<file path="config.mk">
export PLATFORM = sky130hd
export DESIGN_NAME = multicycle_control_fsm
export DESIGN_NICKNAME = d
export VERILOG_FILES = /design/src/rtl/multicycle_control_fsm.sv
export SDC_FILE = /design/constraint.sdc
export NUM_CORES = 1
export LEC_CHECK = 0
export BUFFER_PORTS_ARGS = -buffer_cell sky130_fd_sc_hd__buf_2
export CAP_MARGIN = 20
export CORE_MARGIN = 2
export CORE_UTILIZATION = 47
export CTS_CLUSTER_SIZE = 16
export DETAILED_ROUTE_END_ITERATION = 10
export PLACE_DENSITY = 0.76
export SLEW_MARGIN = 40
export SYNTH_ARGS = -nofsm -noshare
export SYNTH_HDL_FRONTEND = slang
export SYNTH_SLANG_ARGS = --single-unit
</file>
<file path="constraint.sdc">
create_clock -name clk -period 1.73 [get_ports clk]
set_clock_uncertainty 0.1 [all_clocks]
set_input_delay 0.0865 -clock clk [delete_from_list [all_inputs] [get_ports clk]]
set_output_delay 0.0865 -clock clk [all_outputs]
set_load 0.05 [all_outputs]
</file>
<file path="src/rtl/multicycle_control_fsm.sv">
// Main sequencing FSM for the multi-cycle RV32I core: drives datapath selects,
// write enables, the ALU decoder's aluOp and the retired-instruction counter.
//
// state    | meaning
// ---------+----------------------------------------------------
// FETCH    | read instruction at PC, PC <= PC+4 when memory ready
// DECODE   | register read, branch/jump target into aluOut
// MEMADR   | compute load/store effective address
// MEMREAD  | load data read, wait for memory
// MEMWB    | write load data into rd
// MEMWRITE | store data write, wait for memory
// EXECUTER | R-type ALU operation
// EXECUTEI | I-type ALU operation
// ALUWB    | write aluOut into rd
// BEQ      | compare rs1/rs2, take branch on zero
// JAL      | PC <= target, aluOut <= oldPC+4
module multicycle_control_fsm #(
  parameter int CNT_W = 32
) (
  input  logic             clk,
  input  logic             rst_n,
  input  logic [6:0]       op,
  input  logic             zero,
  input  logic             memReady,
  output logic             pcWrite,
  output logic             adrSrc,
  output logic             memWrite,
  output logic             irWrite,
  output logic [1:0]       resultSrc,
  output logic [1:0]       aluSrcA,
  output logic [1:0]       aluSrcB,
  output logic [1:0]       aluOp,
  output logic [1:0]       immSrc,
  output logic             regWrite,
  output logic             illegalOp,
  output logic [CNT_W-1:0] instret
);

  localparam logic [6:0] OP_LW    = 7'b0000011;
  localparam logic [6:0] OP_SW    = 7'b0100011;
  localparam logic [6:0] OP_RTYPE = 7'b0110011;
  localparam logic [6:0] OP_ITYPE = 7'b0010011;
  localparam logic [6:0] OP_BEQ   = 7'b1100011;
  localparam logic [6:0] OP_JAL   = 7'b1101111;

  typedef enum logic [3:0] {
    S_FETCH    = 4'd0,
    S_DECODE   = 4'd1,
    S_MEMADR   = 4'd2,
    S_MEMREAD  = 4'd3,
    S_MEMWB    = 4'd4,
    S_MEMWRITE = 4'd5,
    S_EXECUTER = 4'd6,
    S_EXECUTEI = 4'd7,
    S_ALUWB    = 4'd8,
    S_BEQ      = 4'd9,
    S_JAL      = 4'd10
  } state_t;

  state_t state, state_nxt;
  logic   pc_update, branch, ir_wr, mem_wr, reg_wr, illegal, retire;

  always_ff @(posedge clk or negedge rst_n) begin
    if (!rst_n) state <= S_FETCH;
    else        state <= state_nxt;
  end

  always_ff @(posedge clk or negedge rst_n) begin
    if (!rst_n)      instret <= '0;
    else if (retire) instret <= instret + CNT_W'(1);
  end

  always_comb begin
    state_nxt = state;
    pc_update = 1'b0;
    branch    = 1'b0;
    ir_wr     = 1'b0;
    mem_wr    = 1'b0;
    reg_wr    = 1'b0;
    illegal   = 1'b0;
    retire    = 1'b0;
    adrSrc    = 1'b0;
    resultSrc = 2'b00;
    aluSrcA   = 2'b00;
    aluSrcB   = 2'b00;
    aluOp     = 2'b00;
    case (state)
      S_FETCH: begin
        aluSrcB   = 2'b10;
        resultSrc = 2'b10;
        ir_wr     = memReady;
        pc_update = memReady;
        if (memReady) state_nxt = S_DECODE;
      end
      S_DECODE: begin
        aluSrcA = 2'b01;
        aluSrcB = 2'b01;
        case (op)
          OP_LW, OP_SW: state_nxt = S_MEMADR;
          OP_RTYPE:     state_nxt = S_EXECUTER;
          OP_ITYPE:     state_nxt = S_EXECUTEI;
          OP_BEQ:       state_nxt = S_BEQ;
          OP_JAL:       state_nxt = S_JAL;
          default: begin
            state_nxt = S_FETCH;
            illegal   = 1'b1;
          end
        endcase
      end
      S_MEMADR: begin
        aluSrcA   = 2'b10;
        aluSrcB   = 2'b01;
        state_nxt = (op == OP_LW) ? S_MEMREAD : S_MEMWRITE;
      end
      S_MEMREAD: begin
        adrSrc = 1'b1;
        if (memReady) state_nxt = S_MEMWB;
      end
      S_MEMWB: begin
        resultSrc = 2'b01;
        reg_wr    = 1'b1;
        retire    = 1'b1;
        state_nxt = S_FETCH;
      end
      S_MEMWRITE: begin
        adrSrc = 1'b1;
        mem_wr = 1'b1;
        if (memReady) begin
          retire    = 1'b1;
          state_nxt = S_FETCH;
        end
      end
      S_EXECUTER: begin
        aluSrcA   = 2'b10;
        aluOp     = 2'b10;
        state_nxt = S_ALUWB;
      end
      S_EXECUTEI: begin
        aluSrcA   = 2'b10;
        aluSrcB   = 2'b01;
        aluOp     = 2'b10;
        state_nxt = S_ALUWB;
      end
      S_ALUWB: begin
        reg_wr    = 1'b1;
        retire    = 1'b1;
        state_nxt = S_FETCH;
      end
      S_BEQ: begin
        aluSrcA   = 2'b10;
        aluOp     = 2'b01;
        branch    = 1'b1;
        retire    = 1'b1;
        state_nxt = S_FETCH;
      end
      S_JAL: begin
        aluSrcA   = 2'b01;
        aluSrcB   = 2'b10;
        pc_update = 1'b1;
        state_nxt = S_ALUWB;
      end
      default: state_nxt = S_FETCH;
    endcase
  end

  always_comb begin
    case (op)
      OP_SW:   immSrc = 2'b01;
      OP_BEQ:  immSrc = 2'b10;
      OP_JAL:  immSrc = 2'b11;
      default: immSrc = 2'b00;
    endcase
  end

  // Reset drops enables immediately so an in-flight access is abandoned.
  assign pcWrite   = rst_n & (pc_update | (branch & zero));
  assign irWrite   = rst_n & ir_wr;
  assign memWrite  = rst_n & mem_wr;
  assign regWrite  = rst_n & reg_wr;
  assign illegalOp = rst_n & illegal;

endmodule

</file>
======== Word-level counts from Yosys, hierarchy flattened ========
Index checks and enable logic that the tools add are counted.
cells by class
  reduce and logical (&&, ||, !) cells .... 13
  bitwise gates (word level) .............. 7
  equality and inequality tests ........... 19
  muxes and demuxes ....................... 21
  $add $sub $neg .......................... 1
operator list
  cell                                                                    number
  32-bit by 1-bit adder with 32-bit output (second input constant)        1
  4-bit case mux with 6 select lines                                      1
  4-bit case mux with 5 select lines                                      1
  4-bit by 3-bit equality test with 1-bit output (second input constant)  4
  2-bit case mux with 2 select lines                                      4
  7-bit by 6-bit equality test with 1-bit output (second input constant)  2
  7-bit equality test (second input constant)                             2
  4-bit equality test (second input constant)                             3
  4-bit two-way mux                                                       3
  2-bit OR reduction                                                      6
  3-bit OR reduction                                                      3
  4-bit by 2-bit equality test with 1-bit output (second input constant)  2
  1-bit two-way mux                                                       8
  7-bit by 2-bit equality test with 1-bit output (second input constant)  1
  7-bit by 5-bit equality test with 1-bit output (second input constant)  1
  1-bit bitwise AND                                                       6
  2-bit inequality test (second input constant)                           3
  2-bit case mux with 3 select lines                                      1
  6-bit OR reduction                                                      1
  4-bit by 1-bit equality test with 1-bit output (second input constant)  1
  4-bit zero test                                                         1
  1-bit case mux with 2 select lines                                      2
  4-bit OR reduction                                                      1
  3-bit two-way mux                                                       1
  other kinds (2)                                                         2
storage, ports and cells
  input port bits ......................... 11
  register bits after elaboration ......... 36
  word-level logic and storage cells ...... 63

======== Logic depth before layout (Yosys ltp) ========
Gate-level depths: netlist (run 1).
  depth in word-level cells ............... 5
  gate-level depth with buffers ........... 6
  gate-level depth less buffers ........... 5

======== Least setup slack after synthesis (run 1) ========
No wires, ideal clock.
  path kind ............................... reg-to-output
  start point ............................. register state[1]
  end point ............................... output resultSrc[1]
  cell stages (with the launch flop) ...... 4
  setup slack ............................. -0.804 ns
  path buffers ............................ 2
  data arrival time ....................... 2.347 ns
  path through ............................ dfrtp_1 buf_1 clkbuf_1 nor4_1
between the ends
  longest elaborated chain between the ends .. 2
  elaborated cells between the ends (all ways) .. 3
  classes of those cells .................. eq/ne: 1; mux: 1; reduce/logical: 1
ends and longest elaborated chain
  what                                                                                      line  text
  start: declaration                                                                        60    state_t state, state_nxt;
  start signal: assignment                                                                  65    else state <= state_nxt;
  4-bit by 3-bit equality test with 1-bit output / 4-bit zero test (equally long branches)  87    case (state)
  2-bit case mux with 2 select lines (*)                                                    87
  end: declaration                                                                          29    output logic [1:0] resultSrc,
Mark *: on every way between the ends. The rest lies on a longest branch, timed or not.

======== Worst setup path after layout (run 1) ========
  start point ............................. register state[3]
  end point ............................... output pcWrite
between the ends
  longest elaborated chain between the ends .. 5
  elaborated cells between the ends (all ways) .. 8
  classes of those cells .................. eq/ne: 2; mux: 2; bitwise: 3; reduce/logical: 1
ends and longest elaborated chain
  what                   line  text
  4-bit equality test    87
  1-bit two-way mux      87
  1-bit bitwise AND      176   assign pcWrite = rst_n & (pc_update | (branch & zero));
  1-bit bitwise OR (*)   176
  1-bit bitwise AND (*)  176
  end: declaration       25    output logic pcWrite,
Marked as above.

==> summary.md, run 1 <==
| Metric | Value |
|---|---|
| Run status | `finished with violations` |
| Failing checks | `setup timing` |
| CP Launch Type | `flip-flop` |
| Hold_sp | `op[6]` |
| Core area | `about 0.004 sq mm` |
| CTS tree | `built` |
| Cts bufs inserted | `5` |
| Final Total Pwr | `between 0.002 and 0.0025 W` |
| Gate Count Post-Synth | `about 220` |
| Die X | `69.92 microns` |
| Clock latency on the worst-skew pair | `around 0.29 ns` |
| Max-cap violation count | `0` |
| Vias in the first global route | `about 1900` |
| Register area share after synthesis | `between 40 and 50%` |
| Fmax | `about 540 MHz` |
| Reg-to-reg startpoint | `state[3]` |
| Most numerous cell in the Yosys netlist | `dfrtp_1` |
| Synthesized Nets | `roughly 230` |
| Fin. Hold Viols | `0` |
| Die area | `between 0.004 and 0.005 sq mm` |
| CP endpoint kind | `output pin` |
| Most area-consuming cells after synthesis | `dfrtp_1 44%, xor2_1 9.9%, nor2_1 5.1%` |
| Multi-input combinational cell area | `between 0.001 and 0.0015 sq mm` |
| PD cells | `slightly below 700 mW/mm^2` |
| Critical path fanouts, max | `4` |
| Max Slew Vio Count | `0` |
| Yosys top cell area share | `44.12%` |
| Post-synthesis register bit count | `36` |
| Synth area leader | `dfrtp_1` |
| Setup ws final | `-0.1103 ns` |
| Max Buffers Root-to-Sink | `2` |
| Critical Path Max Stage Delay | `~0.41 ns` |
| Final period util | `106.4%` |
| Number of synthesized flops with an enable pin | `0` |
| Initial Utilization | `between 40% and 50%` |
| Largest net degree at the start of global routing | `20` |
| FF-to-FF path depth | `7` |
| Hold Path Depth | `5` |
| Fillers | `~280` |
| Residual DRC count | `0` |
| CTS Root Cell | `clkbuf_8` |
| Commonest cells in the netlist | `36 x dfrtp_1, 28 x nor2_1, 23 x xor2_1` |
| Required time of the critical path | `approximately 1.5 ns` |
| Total wire length | `5496 microns` |
| Hold Path Class | `in2reg` |
| Largest delay share family, worst path | `simple AND/OR/NAND/NOR gates` |
| R2R Setup Slk | `-0.03 ns` |
| Syn-to-layout area delta | `51.35%` |
| First-pass GRT wire length | `8576 microns` |
| Synth Flop Type | `dfrtp_1` |
| Synth cell types | `41` |
| Setup violations, final | `6` |
| Ys Warns | `0` |
| Async SR Flop Fraction | `100.0%` |
| Placer Congestion | `0.8451` |
| Rel. slew slack | `about four fifths` |
| Critical Path AT | `between 1.5 and 2 ns` |
| CP max-delay cell | `dfrtp_1` |
| Initial antenna violation count | `0` |
| Leakage | `1.530 nW` |
| Hold endpoint | `state[3]` |
| Ant diodes | `0` |
| Via density | `approximately 5.5` |
| Worst-Margin Slew | `roughly 0.30 ns` |
| Worst VDD drop | `around 0.38 mV` |
| CP Cell Sequence | `or3_1 > a21oi_2 > a31oi_1 > nor3b_4 > buf_6` |
| Rows | `23` |
| Nets | `~330` |
| Share of cells above drive strength 1 | `between 50% and 60%` |
| Via count | `between 2000 and 2500` |
| All-Layer GR Usage | `between 20% and 30%` |
| Tmin final | `~1.8 ns` |
| Post-route ant nets | `0` |
| Crit path buffers/inverters | `1` |
| Mapped Avg Cell Area | `a little over 9 sq um` |
| Register area | `roughly 930 sq um` |
| Final core occ | `approximately 76%` |
| RSZ-0062 raised after global routing | `true` |
| PortBufs | `58` |
| Syn Std Cell Area | `0.002042 sq mm` |
| Reg-to-reg endpoint | `instret[23]` |
| DP Wirelength | `3823 microns` |
| Worst setup path start | `state[3]` |
| Initial drt markers | `163` |
| Grt ovf | `0` |
| Clock Sinks | `36` |
| WL/cell | `between 10 and 15 microns` |
| Depth of the CTS H-tree | `2` |
| Drt first pass iters | `4` |
| Critical path class | `reg2out` |
| Clock-pin transition on the worst setup and hold timing paths | `about 0.07 ns` |
| Io pins | `approximately 60` |
| Die height | `around 70 microns` |
-- cells by family (layout without fill, tap and decap cells) --
family | count (synthesis) | count (layout) | share of synthesized area (%)
compound gates | 23 | 23 | 7.354
xor+xnor | 34 | 34 | 14.58
fa+ha+maj | 1 | 1 | 0.6126
buf+inv | 11 | 110 | 2.206
flops | 36 | 36 | 44.12
mux | 1 | 1 | 0.5514
simple gates | 115 | 115 | 30.58
-- worst max path at each step --
stage	depth (start not counted)	to
finish	5	pcWrite
global route	5	pcWrite
CTS	5	pcWrite
detailed placement	6	instret[18]
global placement	6	state[2]
floorplan	3	resultSrc[1]
-- power by group --
group / leakage (nW) / total [W] / internal [W] / switching [W]
combinational: 1.03 / 0.000591 / 0.000195 / 0.000396
sequential: 0.451 / 0.000924 / 0.000886 / 0.0000381
clock: 0.0479 / 0.000601 / 0.000281 / 0.000320
total: 1.53 / 0.00212 / 0.00136 / 0.000754
-- per-layer routing --
layer  part of all wire [%]  vias up  track usage, %
li1                       -      971               -
met1                     45      994           28.48
met2                     50       49           35.34
met3                    4.2        5           4.618
met4                    1.3        0           7.692
met5                      0        -               0
-- through the flow --
step	instance area, sq um	setup WS (ns)	hold WS, ns	TNS, ns	instances
after detailed placement	2693	0.01000	0.06669	0	351
after floorplan	2160	-0.2027	-0.3091	-0.2078	221
after CTS	2904	-0.1067	0.1321	-0.3416	362
after global routing	3090	-0.1699	0.1609	-1.533	370
after global placement	2693	0.02585	0.07691	0	351
final	3090	-0.1103	0.1409	-0.1976	370
-- state kept, by name, summed over array words and instances, names as in the netlist --
register  flops
instret      32
state         4
-- worst min-delay path: cells and delay by family --
family | cells | cell delay, ns
buffers and inverters | 2 | 0.23
AND/OR/NAND/NOR | 3 | 0.18
-- cell usage in the layout (no fill, tap or decap), types with 3 or more instances in the layout --
cell	netlist	layout
buf_2	0	48
buf_4	1	36
xor2_1	23	23
dfrtp_2	0	23
nand2_1	22	22
nor2_1	28	15
nand3_1	14	13
dfrtp_1	36	13
buf_6	0	10
nor2_2	0	9
xnor2_1	11	9
nand4_1	9	9
nand2b_1	8	6
inv_1	5	5
clkbuf_8	0	5
nor3_2	1	4
a21oi_1	6	4
nor2_4	0	4
nor3_4	0	4
nor4_2	0	3
o21ai_1	2	3
o21ai_0	4	3
-- cell type report --
class / count / area share, %
Tap cell: 50 / 2.024
Multi-Input combinational cell: 174 / 43.56
Inverter: 5 / 0.6073
Timing Repair Buffer: 97 / 20.89
Clock buffer: 5 / 2.227
Clock inverter: 3 / 0.6073
Sequential cell: 36 / 30.08
-- timing repair --
| action | in CTS | in global routing |
|---|---|---|
| hold buffers | 1 | 0 |
| cloned | 0 | 0 |
| pin swaps | 6 | 12 |
| setup endpoints to repair | 12 | 34 |
| buffers inserted | 2 | 8 |
| endpoints found under the hold margin | 36 | 0 |
| gates resized for setup | 24 | 34 |
Power figures use the tool's default switching activity.
==> inputs of run 2 (changes only) <==
--- a/config.mk
+++ b/config.mk
@@ -8,10 +8,11 @@
 export BUFFER_PORTS_ARGS = -buffer_cell sky130_fd_sc_hd__buf_2
 export CAP_MARGIN = 20
 export CORE_MARGIN = 2
-export CORE_UTILIZATION = 47
+export CORE_UTILIZATION = 50
 export CTS_CLUSTER_SIZE = 16
 export DETAILED_ROUTE_END_ITERATION = 10
-export PLACE_DENSITY = 0.76
+export PLACE_DENSITY = 0.77
+export SKIP_LAST_GASP = 1
 export SLEW_MARGIN = 40
 export SYNTH_ARGS = -nofsm -noshare
 export SYNTH_HDL_FRONTEND = slang
==> constraint.sdc (replaced) <==
create_clock -name clk -period 2.3 [get_ports clk]
set_clock_uncertainty 0.1 [all_clocks]
set_input_delay 0.115 -clock clk [delete_from_list [all_inputs] [get_ports clk]]
set_output_delay 0.115 -clock clk [all_outputs]
set_load 0.05 [all_outputs]
==> summary.md, run 2 (synthesis gave the netlist of run 1 again) <==
| Metric | Value |
|---|---|
| Run status | `completed` |
| Largest Register | `instret` |
| Worst-Margin Slew | `0.4295 ns` |
| First-pass GRT wire length | `between 7000 and 8000 microns` |
| PortBufs | `58` |
| Syn-to-layout area delta | `24.57%` |
| Die X | `a little under 70 microns` |
| Hold WS | `between 0.1 and 0.15 ns` |
| Share of cells above drive strength 1 | `between 20% and 30%` |
| Placed inst area | `around 0.0024 sq mm` |
| Post-route cell area | `roughly 0.0025 sq mm` |
| Largest registers | `instret (32), state (4)` |
| Ant diodes | `0` |
| Final core occ | `between 60% and 70%` |
| Initial antenna violation count | `0` |
| Commonest non-fill, non-tap cell in the layout | `buf_2` |
| Vias in the first global route | `between 1500 and 2000` |
| Reg power frac | `46.4%` |
| Clock Sinks | `36` |
| All-Layer GR Usage | `between 20% and 30%` |
| Max-cap violation count | `0` |
| Gate power share | `between 20% and 30%` |
| CTS tree | `built` |
| Setup violations, final | `0` |
| Rows | `23` |
| Placer Congestion | `just under 0.9` |
| PD cells | `between 500 and 600 mW/mm^2` |
| RSZ-0062 raised after global routing | `false` |
| Max Buffers Root-to-Sink | `2` |
| Tmin final | `between 2 and 2.5 ns` |
| Initial Utilization | `51.42%` |
| Critical path class | `reg2out` |
| Core area | `approximately 0.004 sq mm` |
| Fmax | `approximately 480 MHz` |
| Largest net degree at the start of global routing | `31` |
| Leakage | `roughly 1.3 nW` |
| WL/cell | `approximately 14 microns` |
| Internal power | `0.0009969 W` |
| Via density | `between 5 and 6` |
| Setup tns final | `0 ns` |
| Worst VDD drop | `0.2305 mV` |
| Commonest non-fill, non-tap cells in the layout | `58 x buf_2, 36 x dfrtp_1, 28 x nor2_1, 23 x xor2_1, 22 x nand2_1` |
| Die height | `between 60 and 70 microns` |
| Psw | `0.0005143 W` |
| Fin. Hold Viols | `0` |
| Sw Share | `34.03%` |
| Drt first pass iters | `4` |
| CTS Root Cell | `clkbuf_8` |
| Final period util | `a little over 90%` |
| CP endpoint kind | `output pin` |
| Hold Path Class | `in2async` |
| Rel. slew slack | `between 70% and 80%` |
| Finished Layout Cells | `approximately 340` |
| Total wire length | `about 4700 microns` |
| DP Wirelength | `~3400 microns` |
| CP Launch Type | `flip-flop` |
| Nets | `300` |
| Io pins | `59` |
| Critical Path AT | `1.88 ns` |
| Critical path fanouts, max | `13` |
| Max reg flops | `32` |
| DP Cell Count | `330` |
| Clock latency on the worst-skew pair | `0.29 ns` |
| Critical Path Max Stage Delay | `approximately 0.40 ns` |
| Grt ovf | `0` |
| Post-route ant nets | `0` |
| Initial drt markers | `about 110` |
| Clock-pin transition on the worst setup and hold timing paths | `0.07 ns` |
| Clock share of power | `30.6%` |
| Required time of the critical path | `2.09 ns` |
| Depth of the CTS H-tree | `2` |
| Max Slew Vio Count | `0` |
| CP Cell Sequence | `buf_4 > or3_1 > a21oi_1 > a31oi_1 > nor3b_2 > buf_2` |
| Cts bufs inserted | `5` |
| CP max-delay cell | `dfrtp_1` |
| Via count | `around 1800` |
| Residual DRC count | `0` |
| Die area | `0.004611 sq mm` |
-- run 2: per-stage QoR --
stage	worst slack [ns]	power (W)
floorplan	0.1756	0.0009567
global placement	0.5135	0.001054
detailed placement	0.4386	0.001061
CTS	0.1983	0.001525
global route	0.1279	0.001577
finish	0.2014	0.001511
-- run 2: worst paths after layout --
path	start	end	cells after the start	slack (ns)
max	state[3]	pcWrite	6	0.20
max in group asynchronous	rst_n	instret[2]	3	1.34
max reg2reg	state[2]	instret[12]	5	0.37
min	rst_n	state[3]	2	0.11
min in group clk	memReady	state[1]	3	0.16
min reg2reg	instret[31]	instret[31]	1	0.37
-- run 2: power groups by stage --
| stage | combinational (W) | sequential (W) | clock [W] |
|---|---|---|---|
| after floorplan | 0.000155 | 0.000802 | 0 |
| after global routing | 0.000377 | 0.000705 | 0.000496 |
| after CTS | 0.000352 | 0.000700 | 0.000473 |
| after detailed placement | 0.000349 | 0.000712 | 0 |
| after global placement | 0.000346 | 0.000709 | 0 |
| final | 0.000348 | 0.000701 | 0.000463 |
-- run 2: worst max-delay path: cells and delay by family, from the launching register on --
kind	cells	cell delay, ns
DFF	1	0.40
AOI/OAI and AO/OA	2	0.24
buffers and inverters	2	0.46
and+or+nand+nor	2	0.50
-- run 2: routing by layer --
| metal | GRT usage (%) | vias to the layer above | share of wire [%] |
|---|---|---|---|
| li1 | - | 908 | - |
| met1 | 27.31 | 872 | 43 |
| met2 | 36.15 | 60 | 50 |
| met3 | 3.947 | 9 | 5.5 |
| met4 | 10.25 | 0 | 1.9 |
| met5 | 0 | - | 0 |
-- run 2: area by class of cell --
| class | instances | area, sq um |
|---|---|---|
| repair buffers | 66 | 352.8 |
| inverters | 5 | 18.77 |
| fillers | 375 | 1428 |
| clock buffers | 8 | 90.09 |
| multi-input cells | 174 | 1119 |
| flip-flops and latches | 36 | 900.9 |
| well taps | 50 | 62.56 |
-- run 2: what timing repair did --
action,in CTS,in global routing
endpoints found under the hold margin,36,0
hold buffers,1,0
gates resized for setup,0,0
buffers inserted,0,0
==> inputs of run 3 (changes only) <==
--- a/config.mk
+++ b/config.mk
@@ -11,6 +11,7 @@
 export CORE_UTILIZATION = 50
 export CTS_CLUSTER_SIZE = 16
 export DETAILED_ROUTE_END_ITERATION = 10
+export HOLD_SLACK_MARGIN = 0.12
 export PLACE_DENSITY = 0.77
 export SKIP_LAST_GASP = 1
 export SLEW_MARGIN = 40
==> summary.md, run 3 (synthesis gave the netlist of run 1 again) <==
| Metric | Value |
|---|---|
| Run status | `completed` |
| CP Launch Type | `flip-flop` |
| Max-cap violation count | `0` |
| Total wire length | `around 4800 microns` |
| PortBufs | `58` |
| Sw Share | `33.93%` |
| Vias in the first global route | `roughly 1700` |
| Syn-to-layout area delta | `25.06%` |
| Largest registers | `instret (32), state (4)` |
| Die height | `between 60 and 70 microns` |
| Setup ws final | `a little under 0.2 ns` |
| Post-route ant nets | `0` |
| First-pass GRT wire length | `between 7000 and 8000 microns` |
| WL/cell | `around 14 microns` |
| Critical path fanouts, max | `13` |
| Clock latency on the worst-skew pair | `just under 0.3 ns` |
| Tmin final | `~2.1 ns` |
| Residual DRC count | `0` |
| Placer Congestion | `0.8711` |
| DP Wirelength | `between 3000 and 4000 microns` |
| Nets | `301` |
| Grt ovf | `0` |
| Critical path class | `reg2out` |
| Largest Register | `instret` |
| Largest net degree at the start of global routing | `31` |
| Setup slack at placement | `between 0.4 and 0.5 ns` |
| Fmax | `between 400 and 500 MHz` |
| Hold endpoint | `state[1]` |
| Psw | `around 0.00051 W` |
| Initial drt markers | `approximately 130` |
| Fillers | `roughly 370` |
| Max Slew Vio Count | `0` |
| Worst VDD drop | `between 0.2 and 0.25 mV` |
| Die area | `0.004611 sq mm` |
| Max reg flops | `32` |
| Reg-to-reg startpoint | `state[2]` |
| Via count | `1878` |
| Reg-to-reg endpoint | `instret[12]` |
| Hold Path Depth | `3` |
| Depth of the CTS H-tree | `2` |
| CP endpoint kind | `output pin` |
| Internal power | `approximately 0.001 W` |
| Rel. slew slack | `a little under three quarters` |
| Clock share of power | `a little under a third` |
| Ant diodes | `0` |
| Fin. Hold Viols | `0` |
| RSZ-0062 raised after global routing | `false` |
| Setup tns final | `0 ns` |
| Rows | `23` |
| Multi-input combinational cell area | `approximately 0.0011 sq mm` |
| CTS Root Cell | `clkbuf_8` |
| Initial antenna violation count | `0` |
| Via density | `between 5 and 6` |
| Drt first pass iters | `4` |
| Setup violations, final | `0` |
| Final core occ | `between 60 and 70%` |
| Critical Path AT | `~1.9 ns` |
| Commonest non-fill, non-tap cells in the layout | `58 x buf_2, 36 x dfrtp_1, 28 x nor2_1, 23 x xor2_1, 22 x nand2_1` |
| CTS tree | `built` |
| FF-to-FF path depth | `5` |
| Hold Path Class | `in2reg` |
| Required time of the critical path | `2.09 ns` |
| Die X | `roughly 68 microns` |
| PD cells | `between 500 and 600 mW/mm^2` |
| Worst setup path start | `state[3]` |
| Cts bufs inserted | `5` |
| Reg power frac | `a little under half` |
| Final period util | `between 90% and 100%` |
| All-Layer GR Usage | `22.11%` |
| Worst-Margin Slew | `~0.43 ns` |
| Clock-pin transition on the worst setup and hold timing paths | `~0.070 ns` |
| Hold WS | `about 0.17 ns` |
| Max Buffers Root-to-Sink | `2` |
| Clock Sinks | `36` |
| Commonest non-fill, non-tap cell in the layout | `buf_2` |
| Register area | `approximately 900 sq um` |
| Share of cells above drive strength 1 | `between 20 and 30%` |
| Core area | `0.003971 sq mm` |
| Gate power share | `a little under a quarter` |
| Hold_sp | `memReady` |
| Post CTS Setup Buffer Count | `0` |
| Io pins | `59` |
| Leakage | `roughly 1.3 nW` |
| R2R Setup Slk | `between 0.3 and 0.4 ns` |
| Initial Utilization | `between 50% and 60%` |
run 3: changes by cell type in the layout (fill, tap and decap cells not counted):
cell | before | now
dlygate4sd3_1 | 1 | 2
run 3: worst max path at each step:
| stage | end | slack, ns | depth (start not counted) |
|---|---|---|---|
| floorplan | resultSrc[0] | 0.18 | 3 |
| global placement | instret[12] | 0.51 | 5 |
| detailed placement | instret[12] | 0.44 | 5 |
| CTS | pcWrite | 0.20 | 6 |
| global route | pcWrite | 0.13 | 6 |
| finish | pcWrite | 0.20 | 6 |
run 3: timing repair:
item,CTS,global route
resized for setup,0,0
endpoints found under the hold margin,36,0
hold buffers,2,0
run 3: stage by stage:
stage | area (sq um) | total power (W) | cells
finish | 2554 | 0.001511 | 340
global route | 2554 | 0.001579 | 340
CTS | 2554 | 0.001527 | 340
detailed placement | 2444 | 0.001061 | 330
global placement | 2444 | 0.001054 | 330
floorplan | 2064 | 0.0009567 | 221
run 3: metal layers:
layer  GRT usage [%]  up-vias  routed length (microns)
met3           3.947       11                      266
met2           36.76       77                     2352
met1           27.93      887                     2050
li1                -      903                        -
met4           10.25        0                       99
met5               0        -                        0
run 3: power groups by stage:
stage	logic (W)	registers (W)	clock network (W)
floorplan	0.000155	0.000802	0
global placement	0.000346	0.000709	0
detailed placement	0.000349	0.000712	0
CTS	0.000354	0.000700	0.000473
global route	0.000379	0.000705	0.000496
finish	0.000350	0.000700	0.000460
run 3: critical path, cell delays in order (launching register included):
cell and delay, ns:
dfrtp_1 0.40, buf_4 0.19, or3_1 0.34, a21oi_1 0.17, a31oi_1 0.07, nor3b_2 0.16
buf_2 0.27
run 3: area by class of cell:
class	instances	share of cell area (%)
Timing Repair Buffer	67	14.21
Multi-Input combinational cell	174	43.80
Tap cell	50	2.450
Inverter	5	0.7349
Sequential cell	36	35.28
Clock buffer	8	3.528
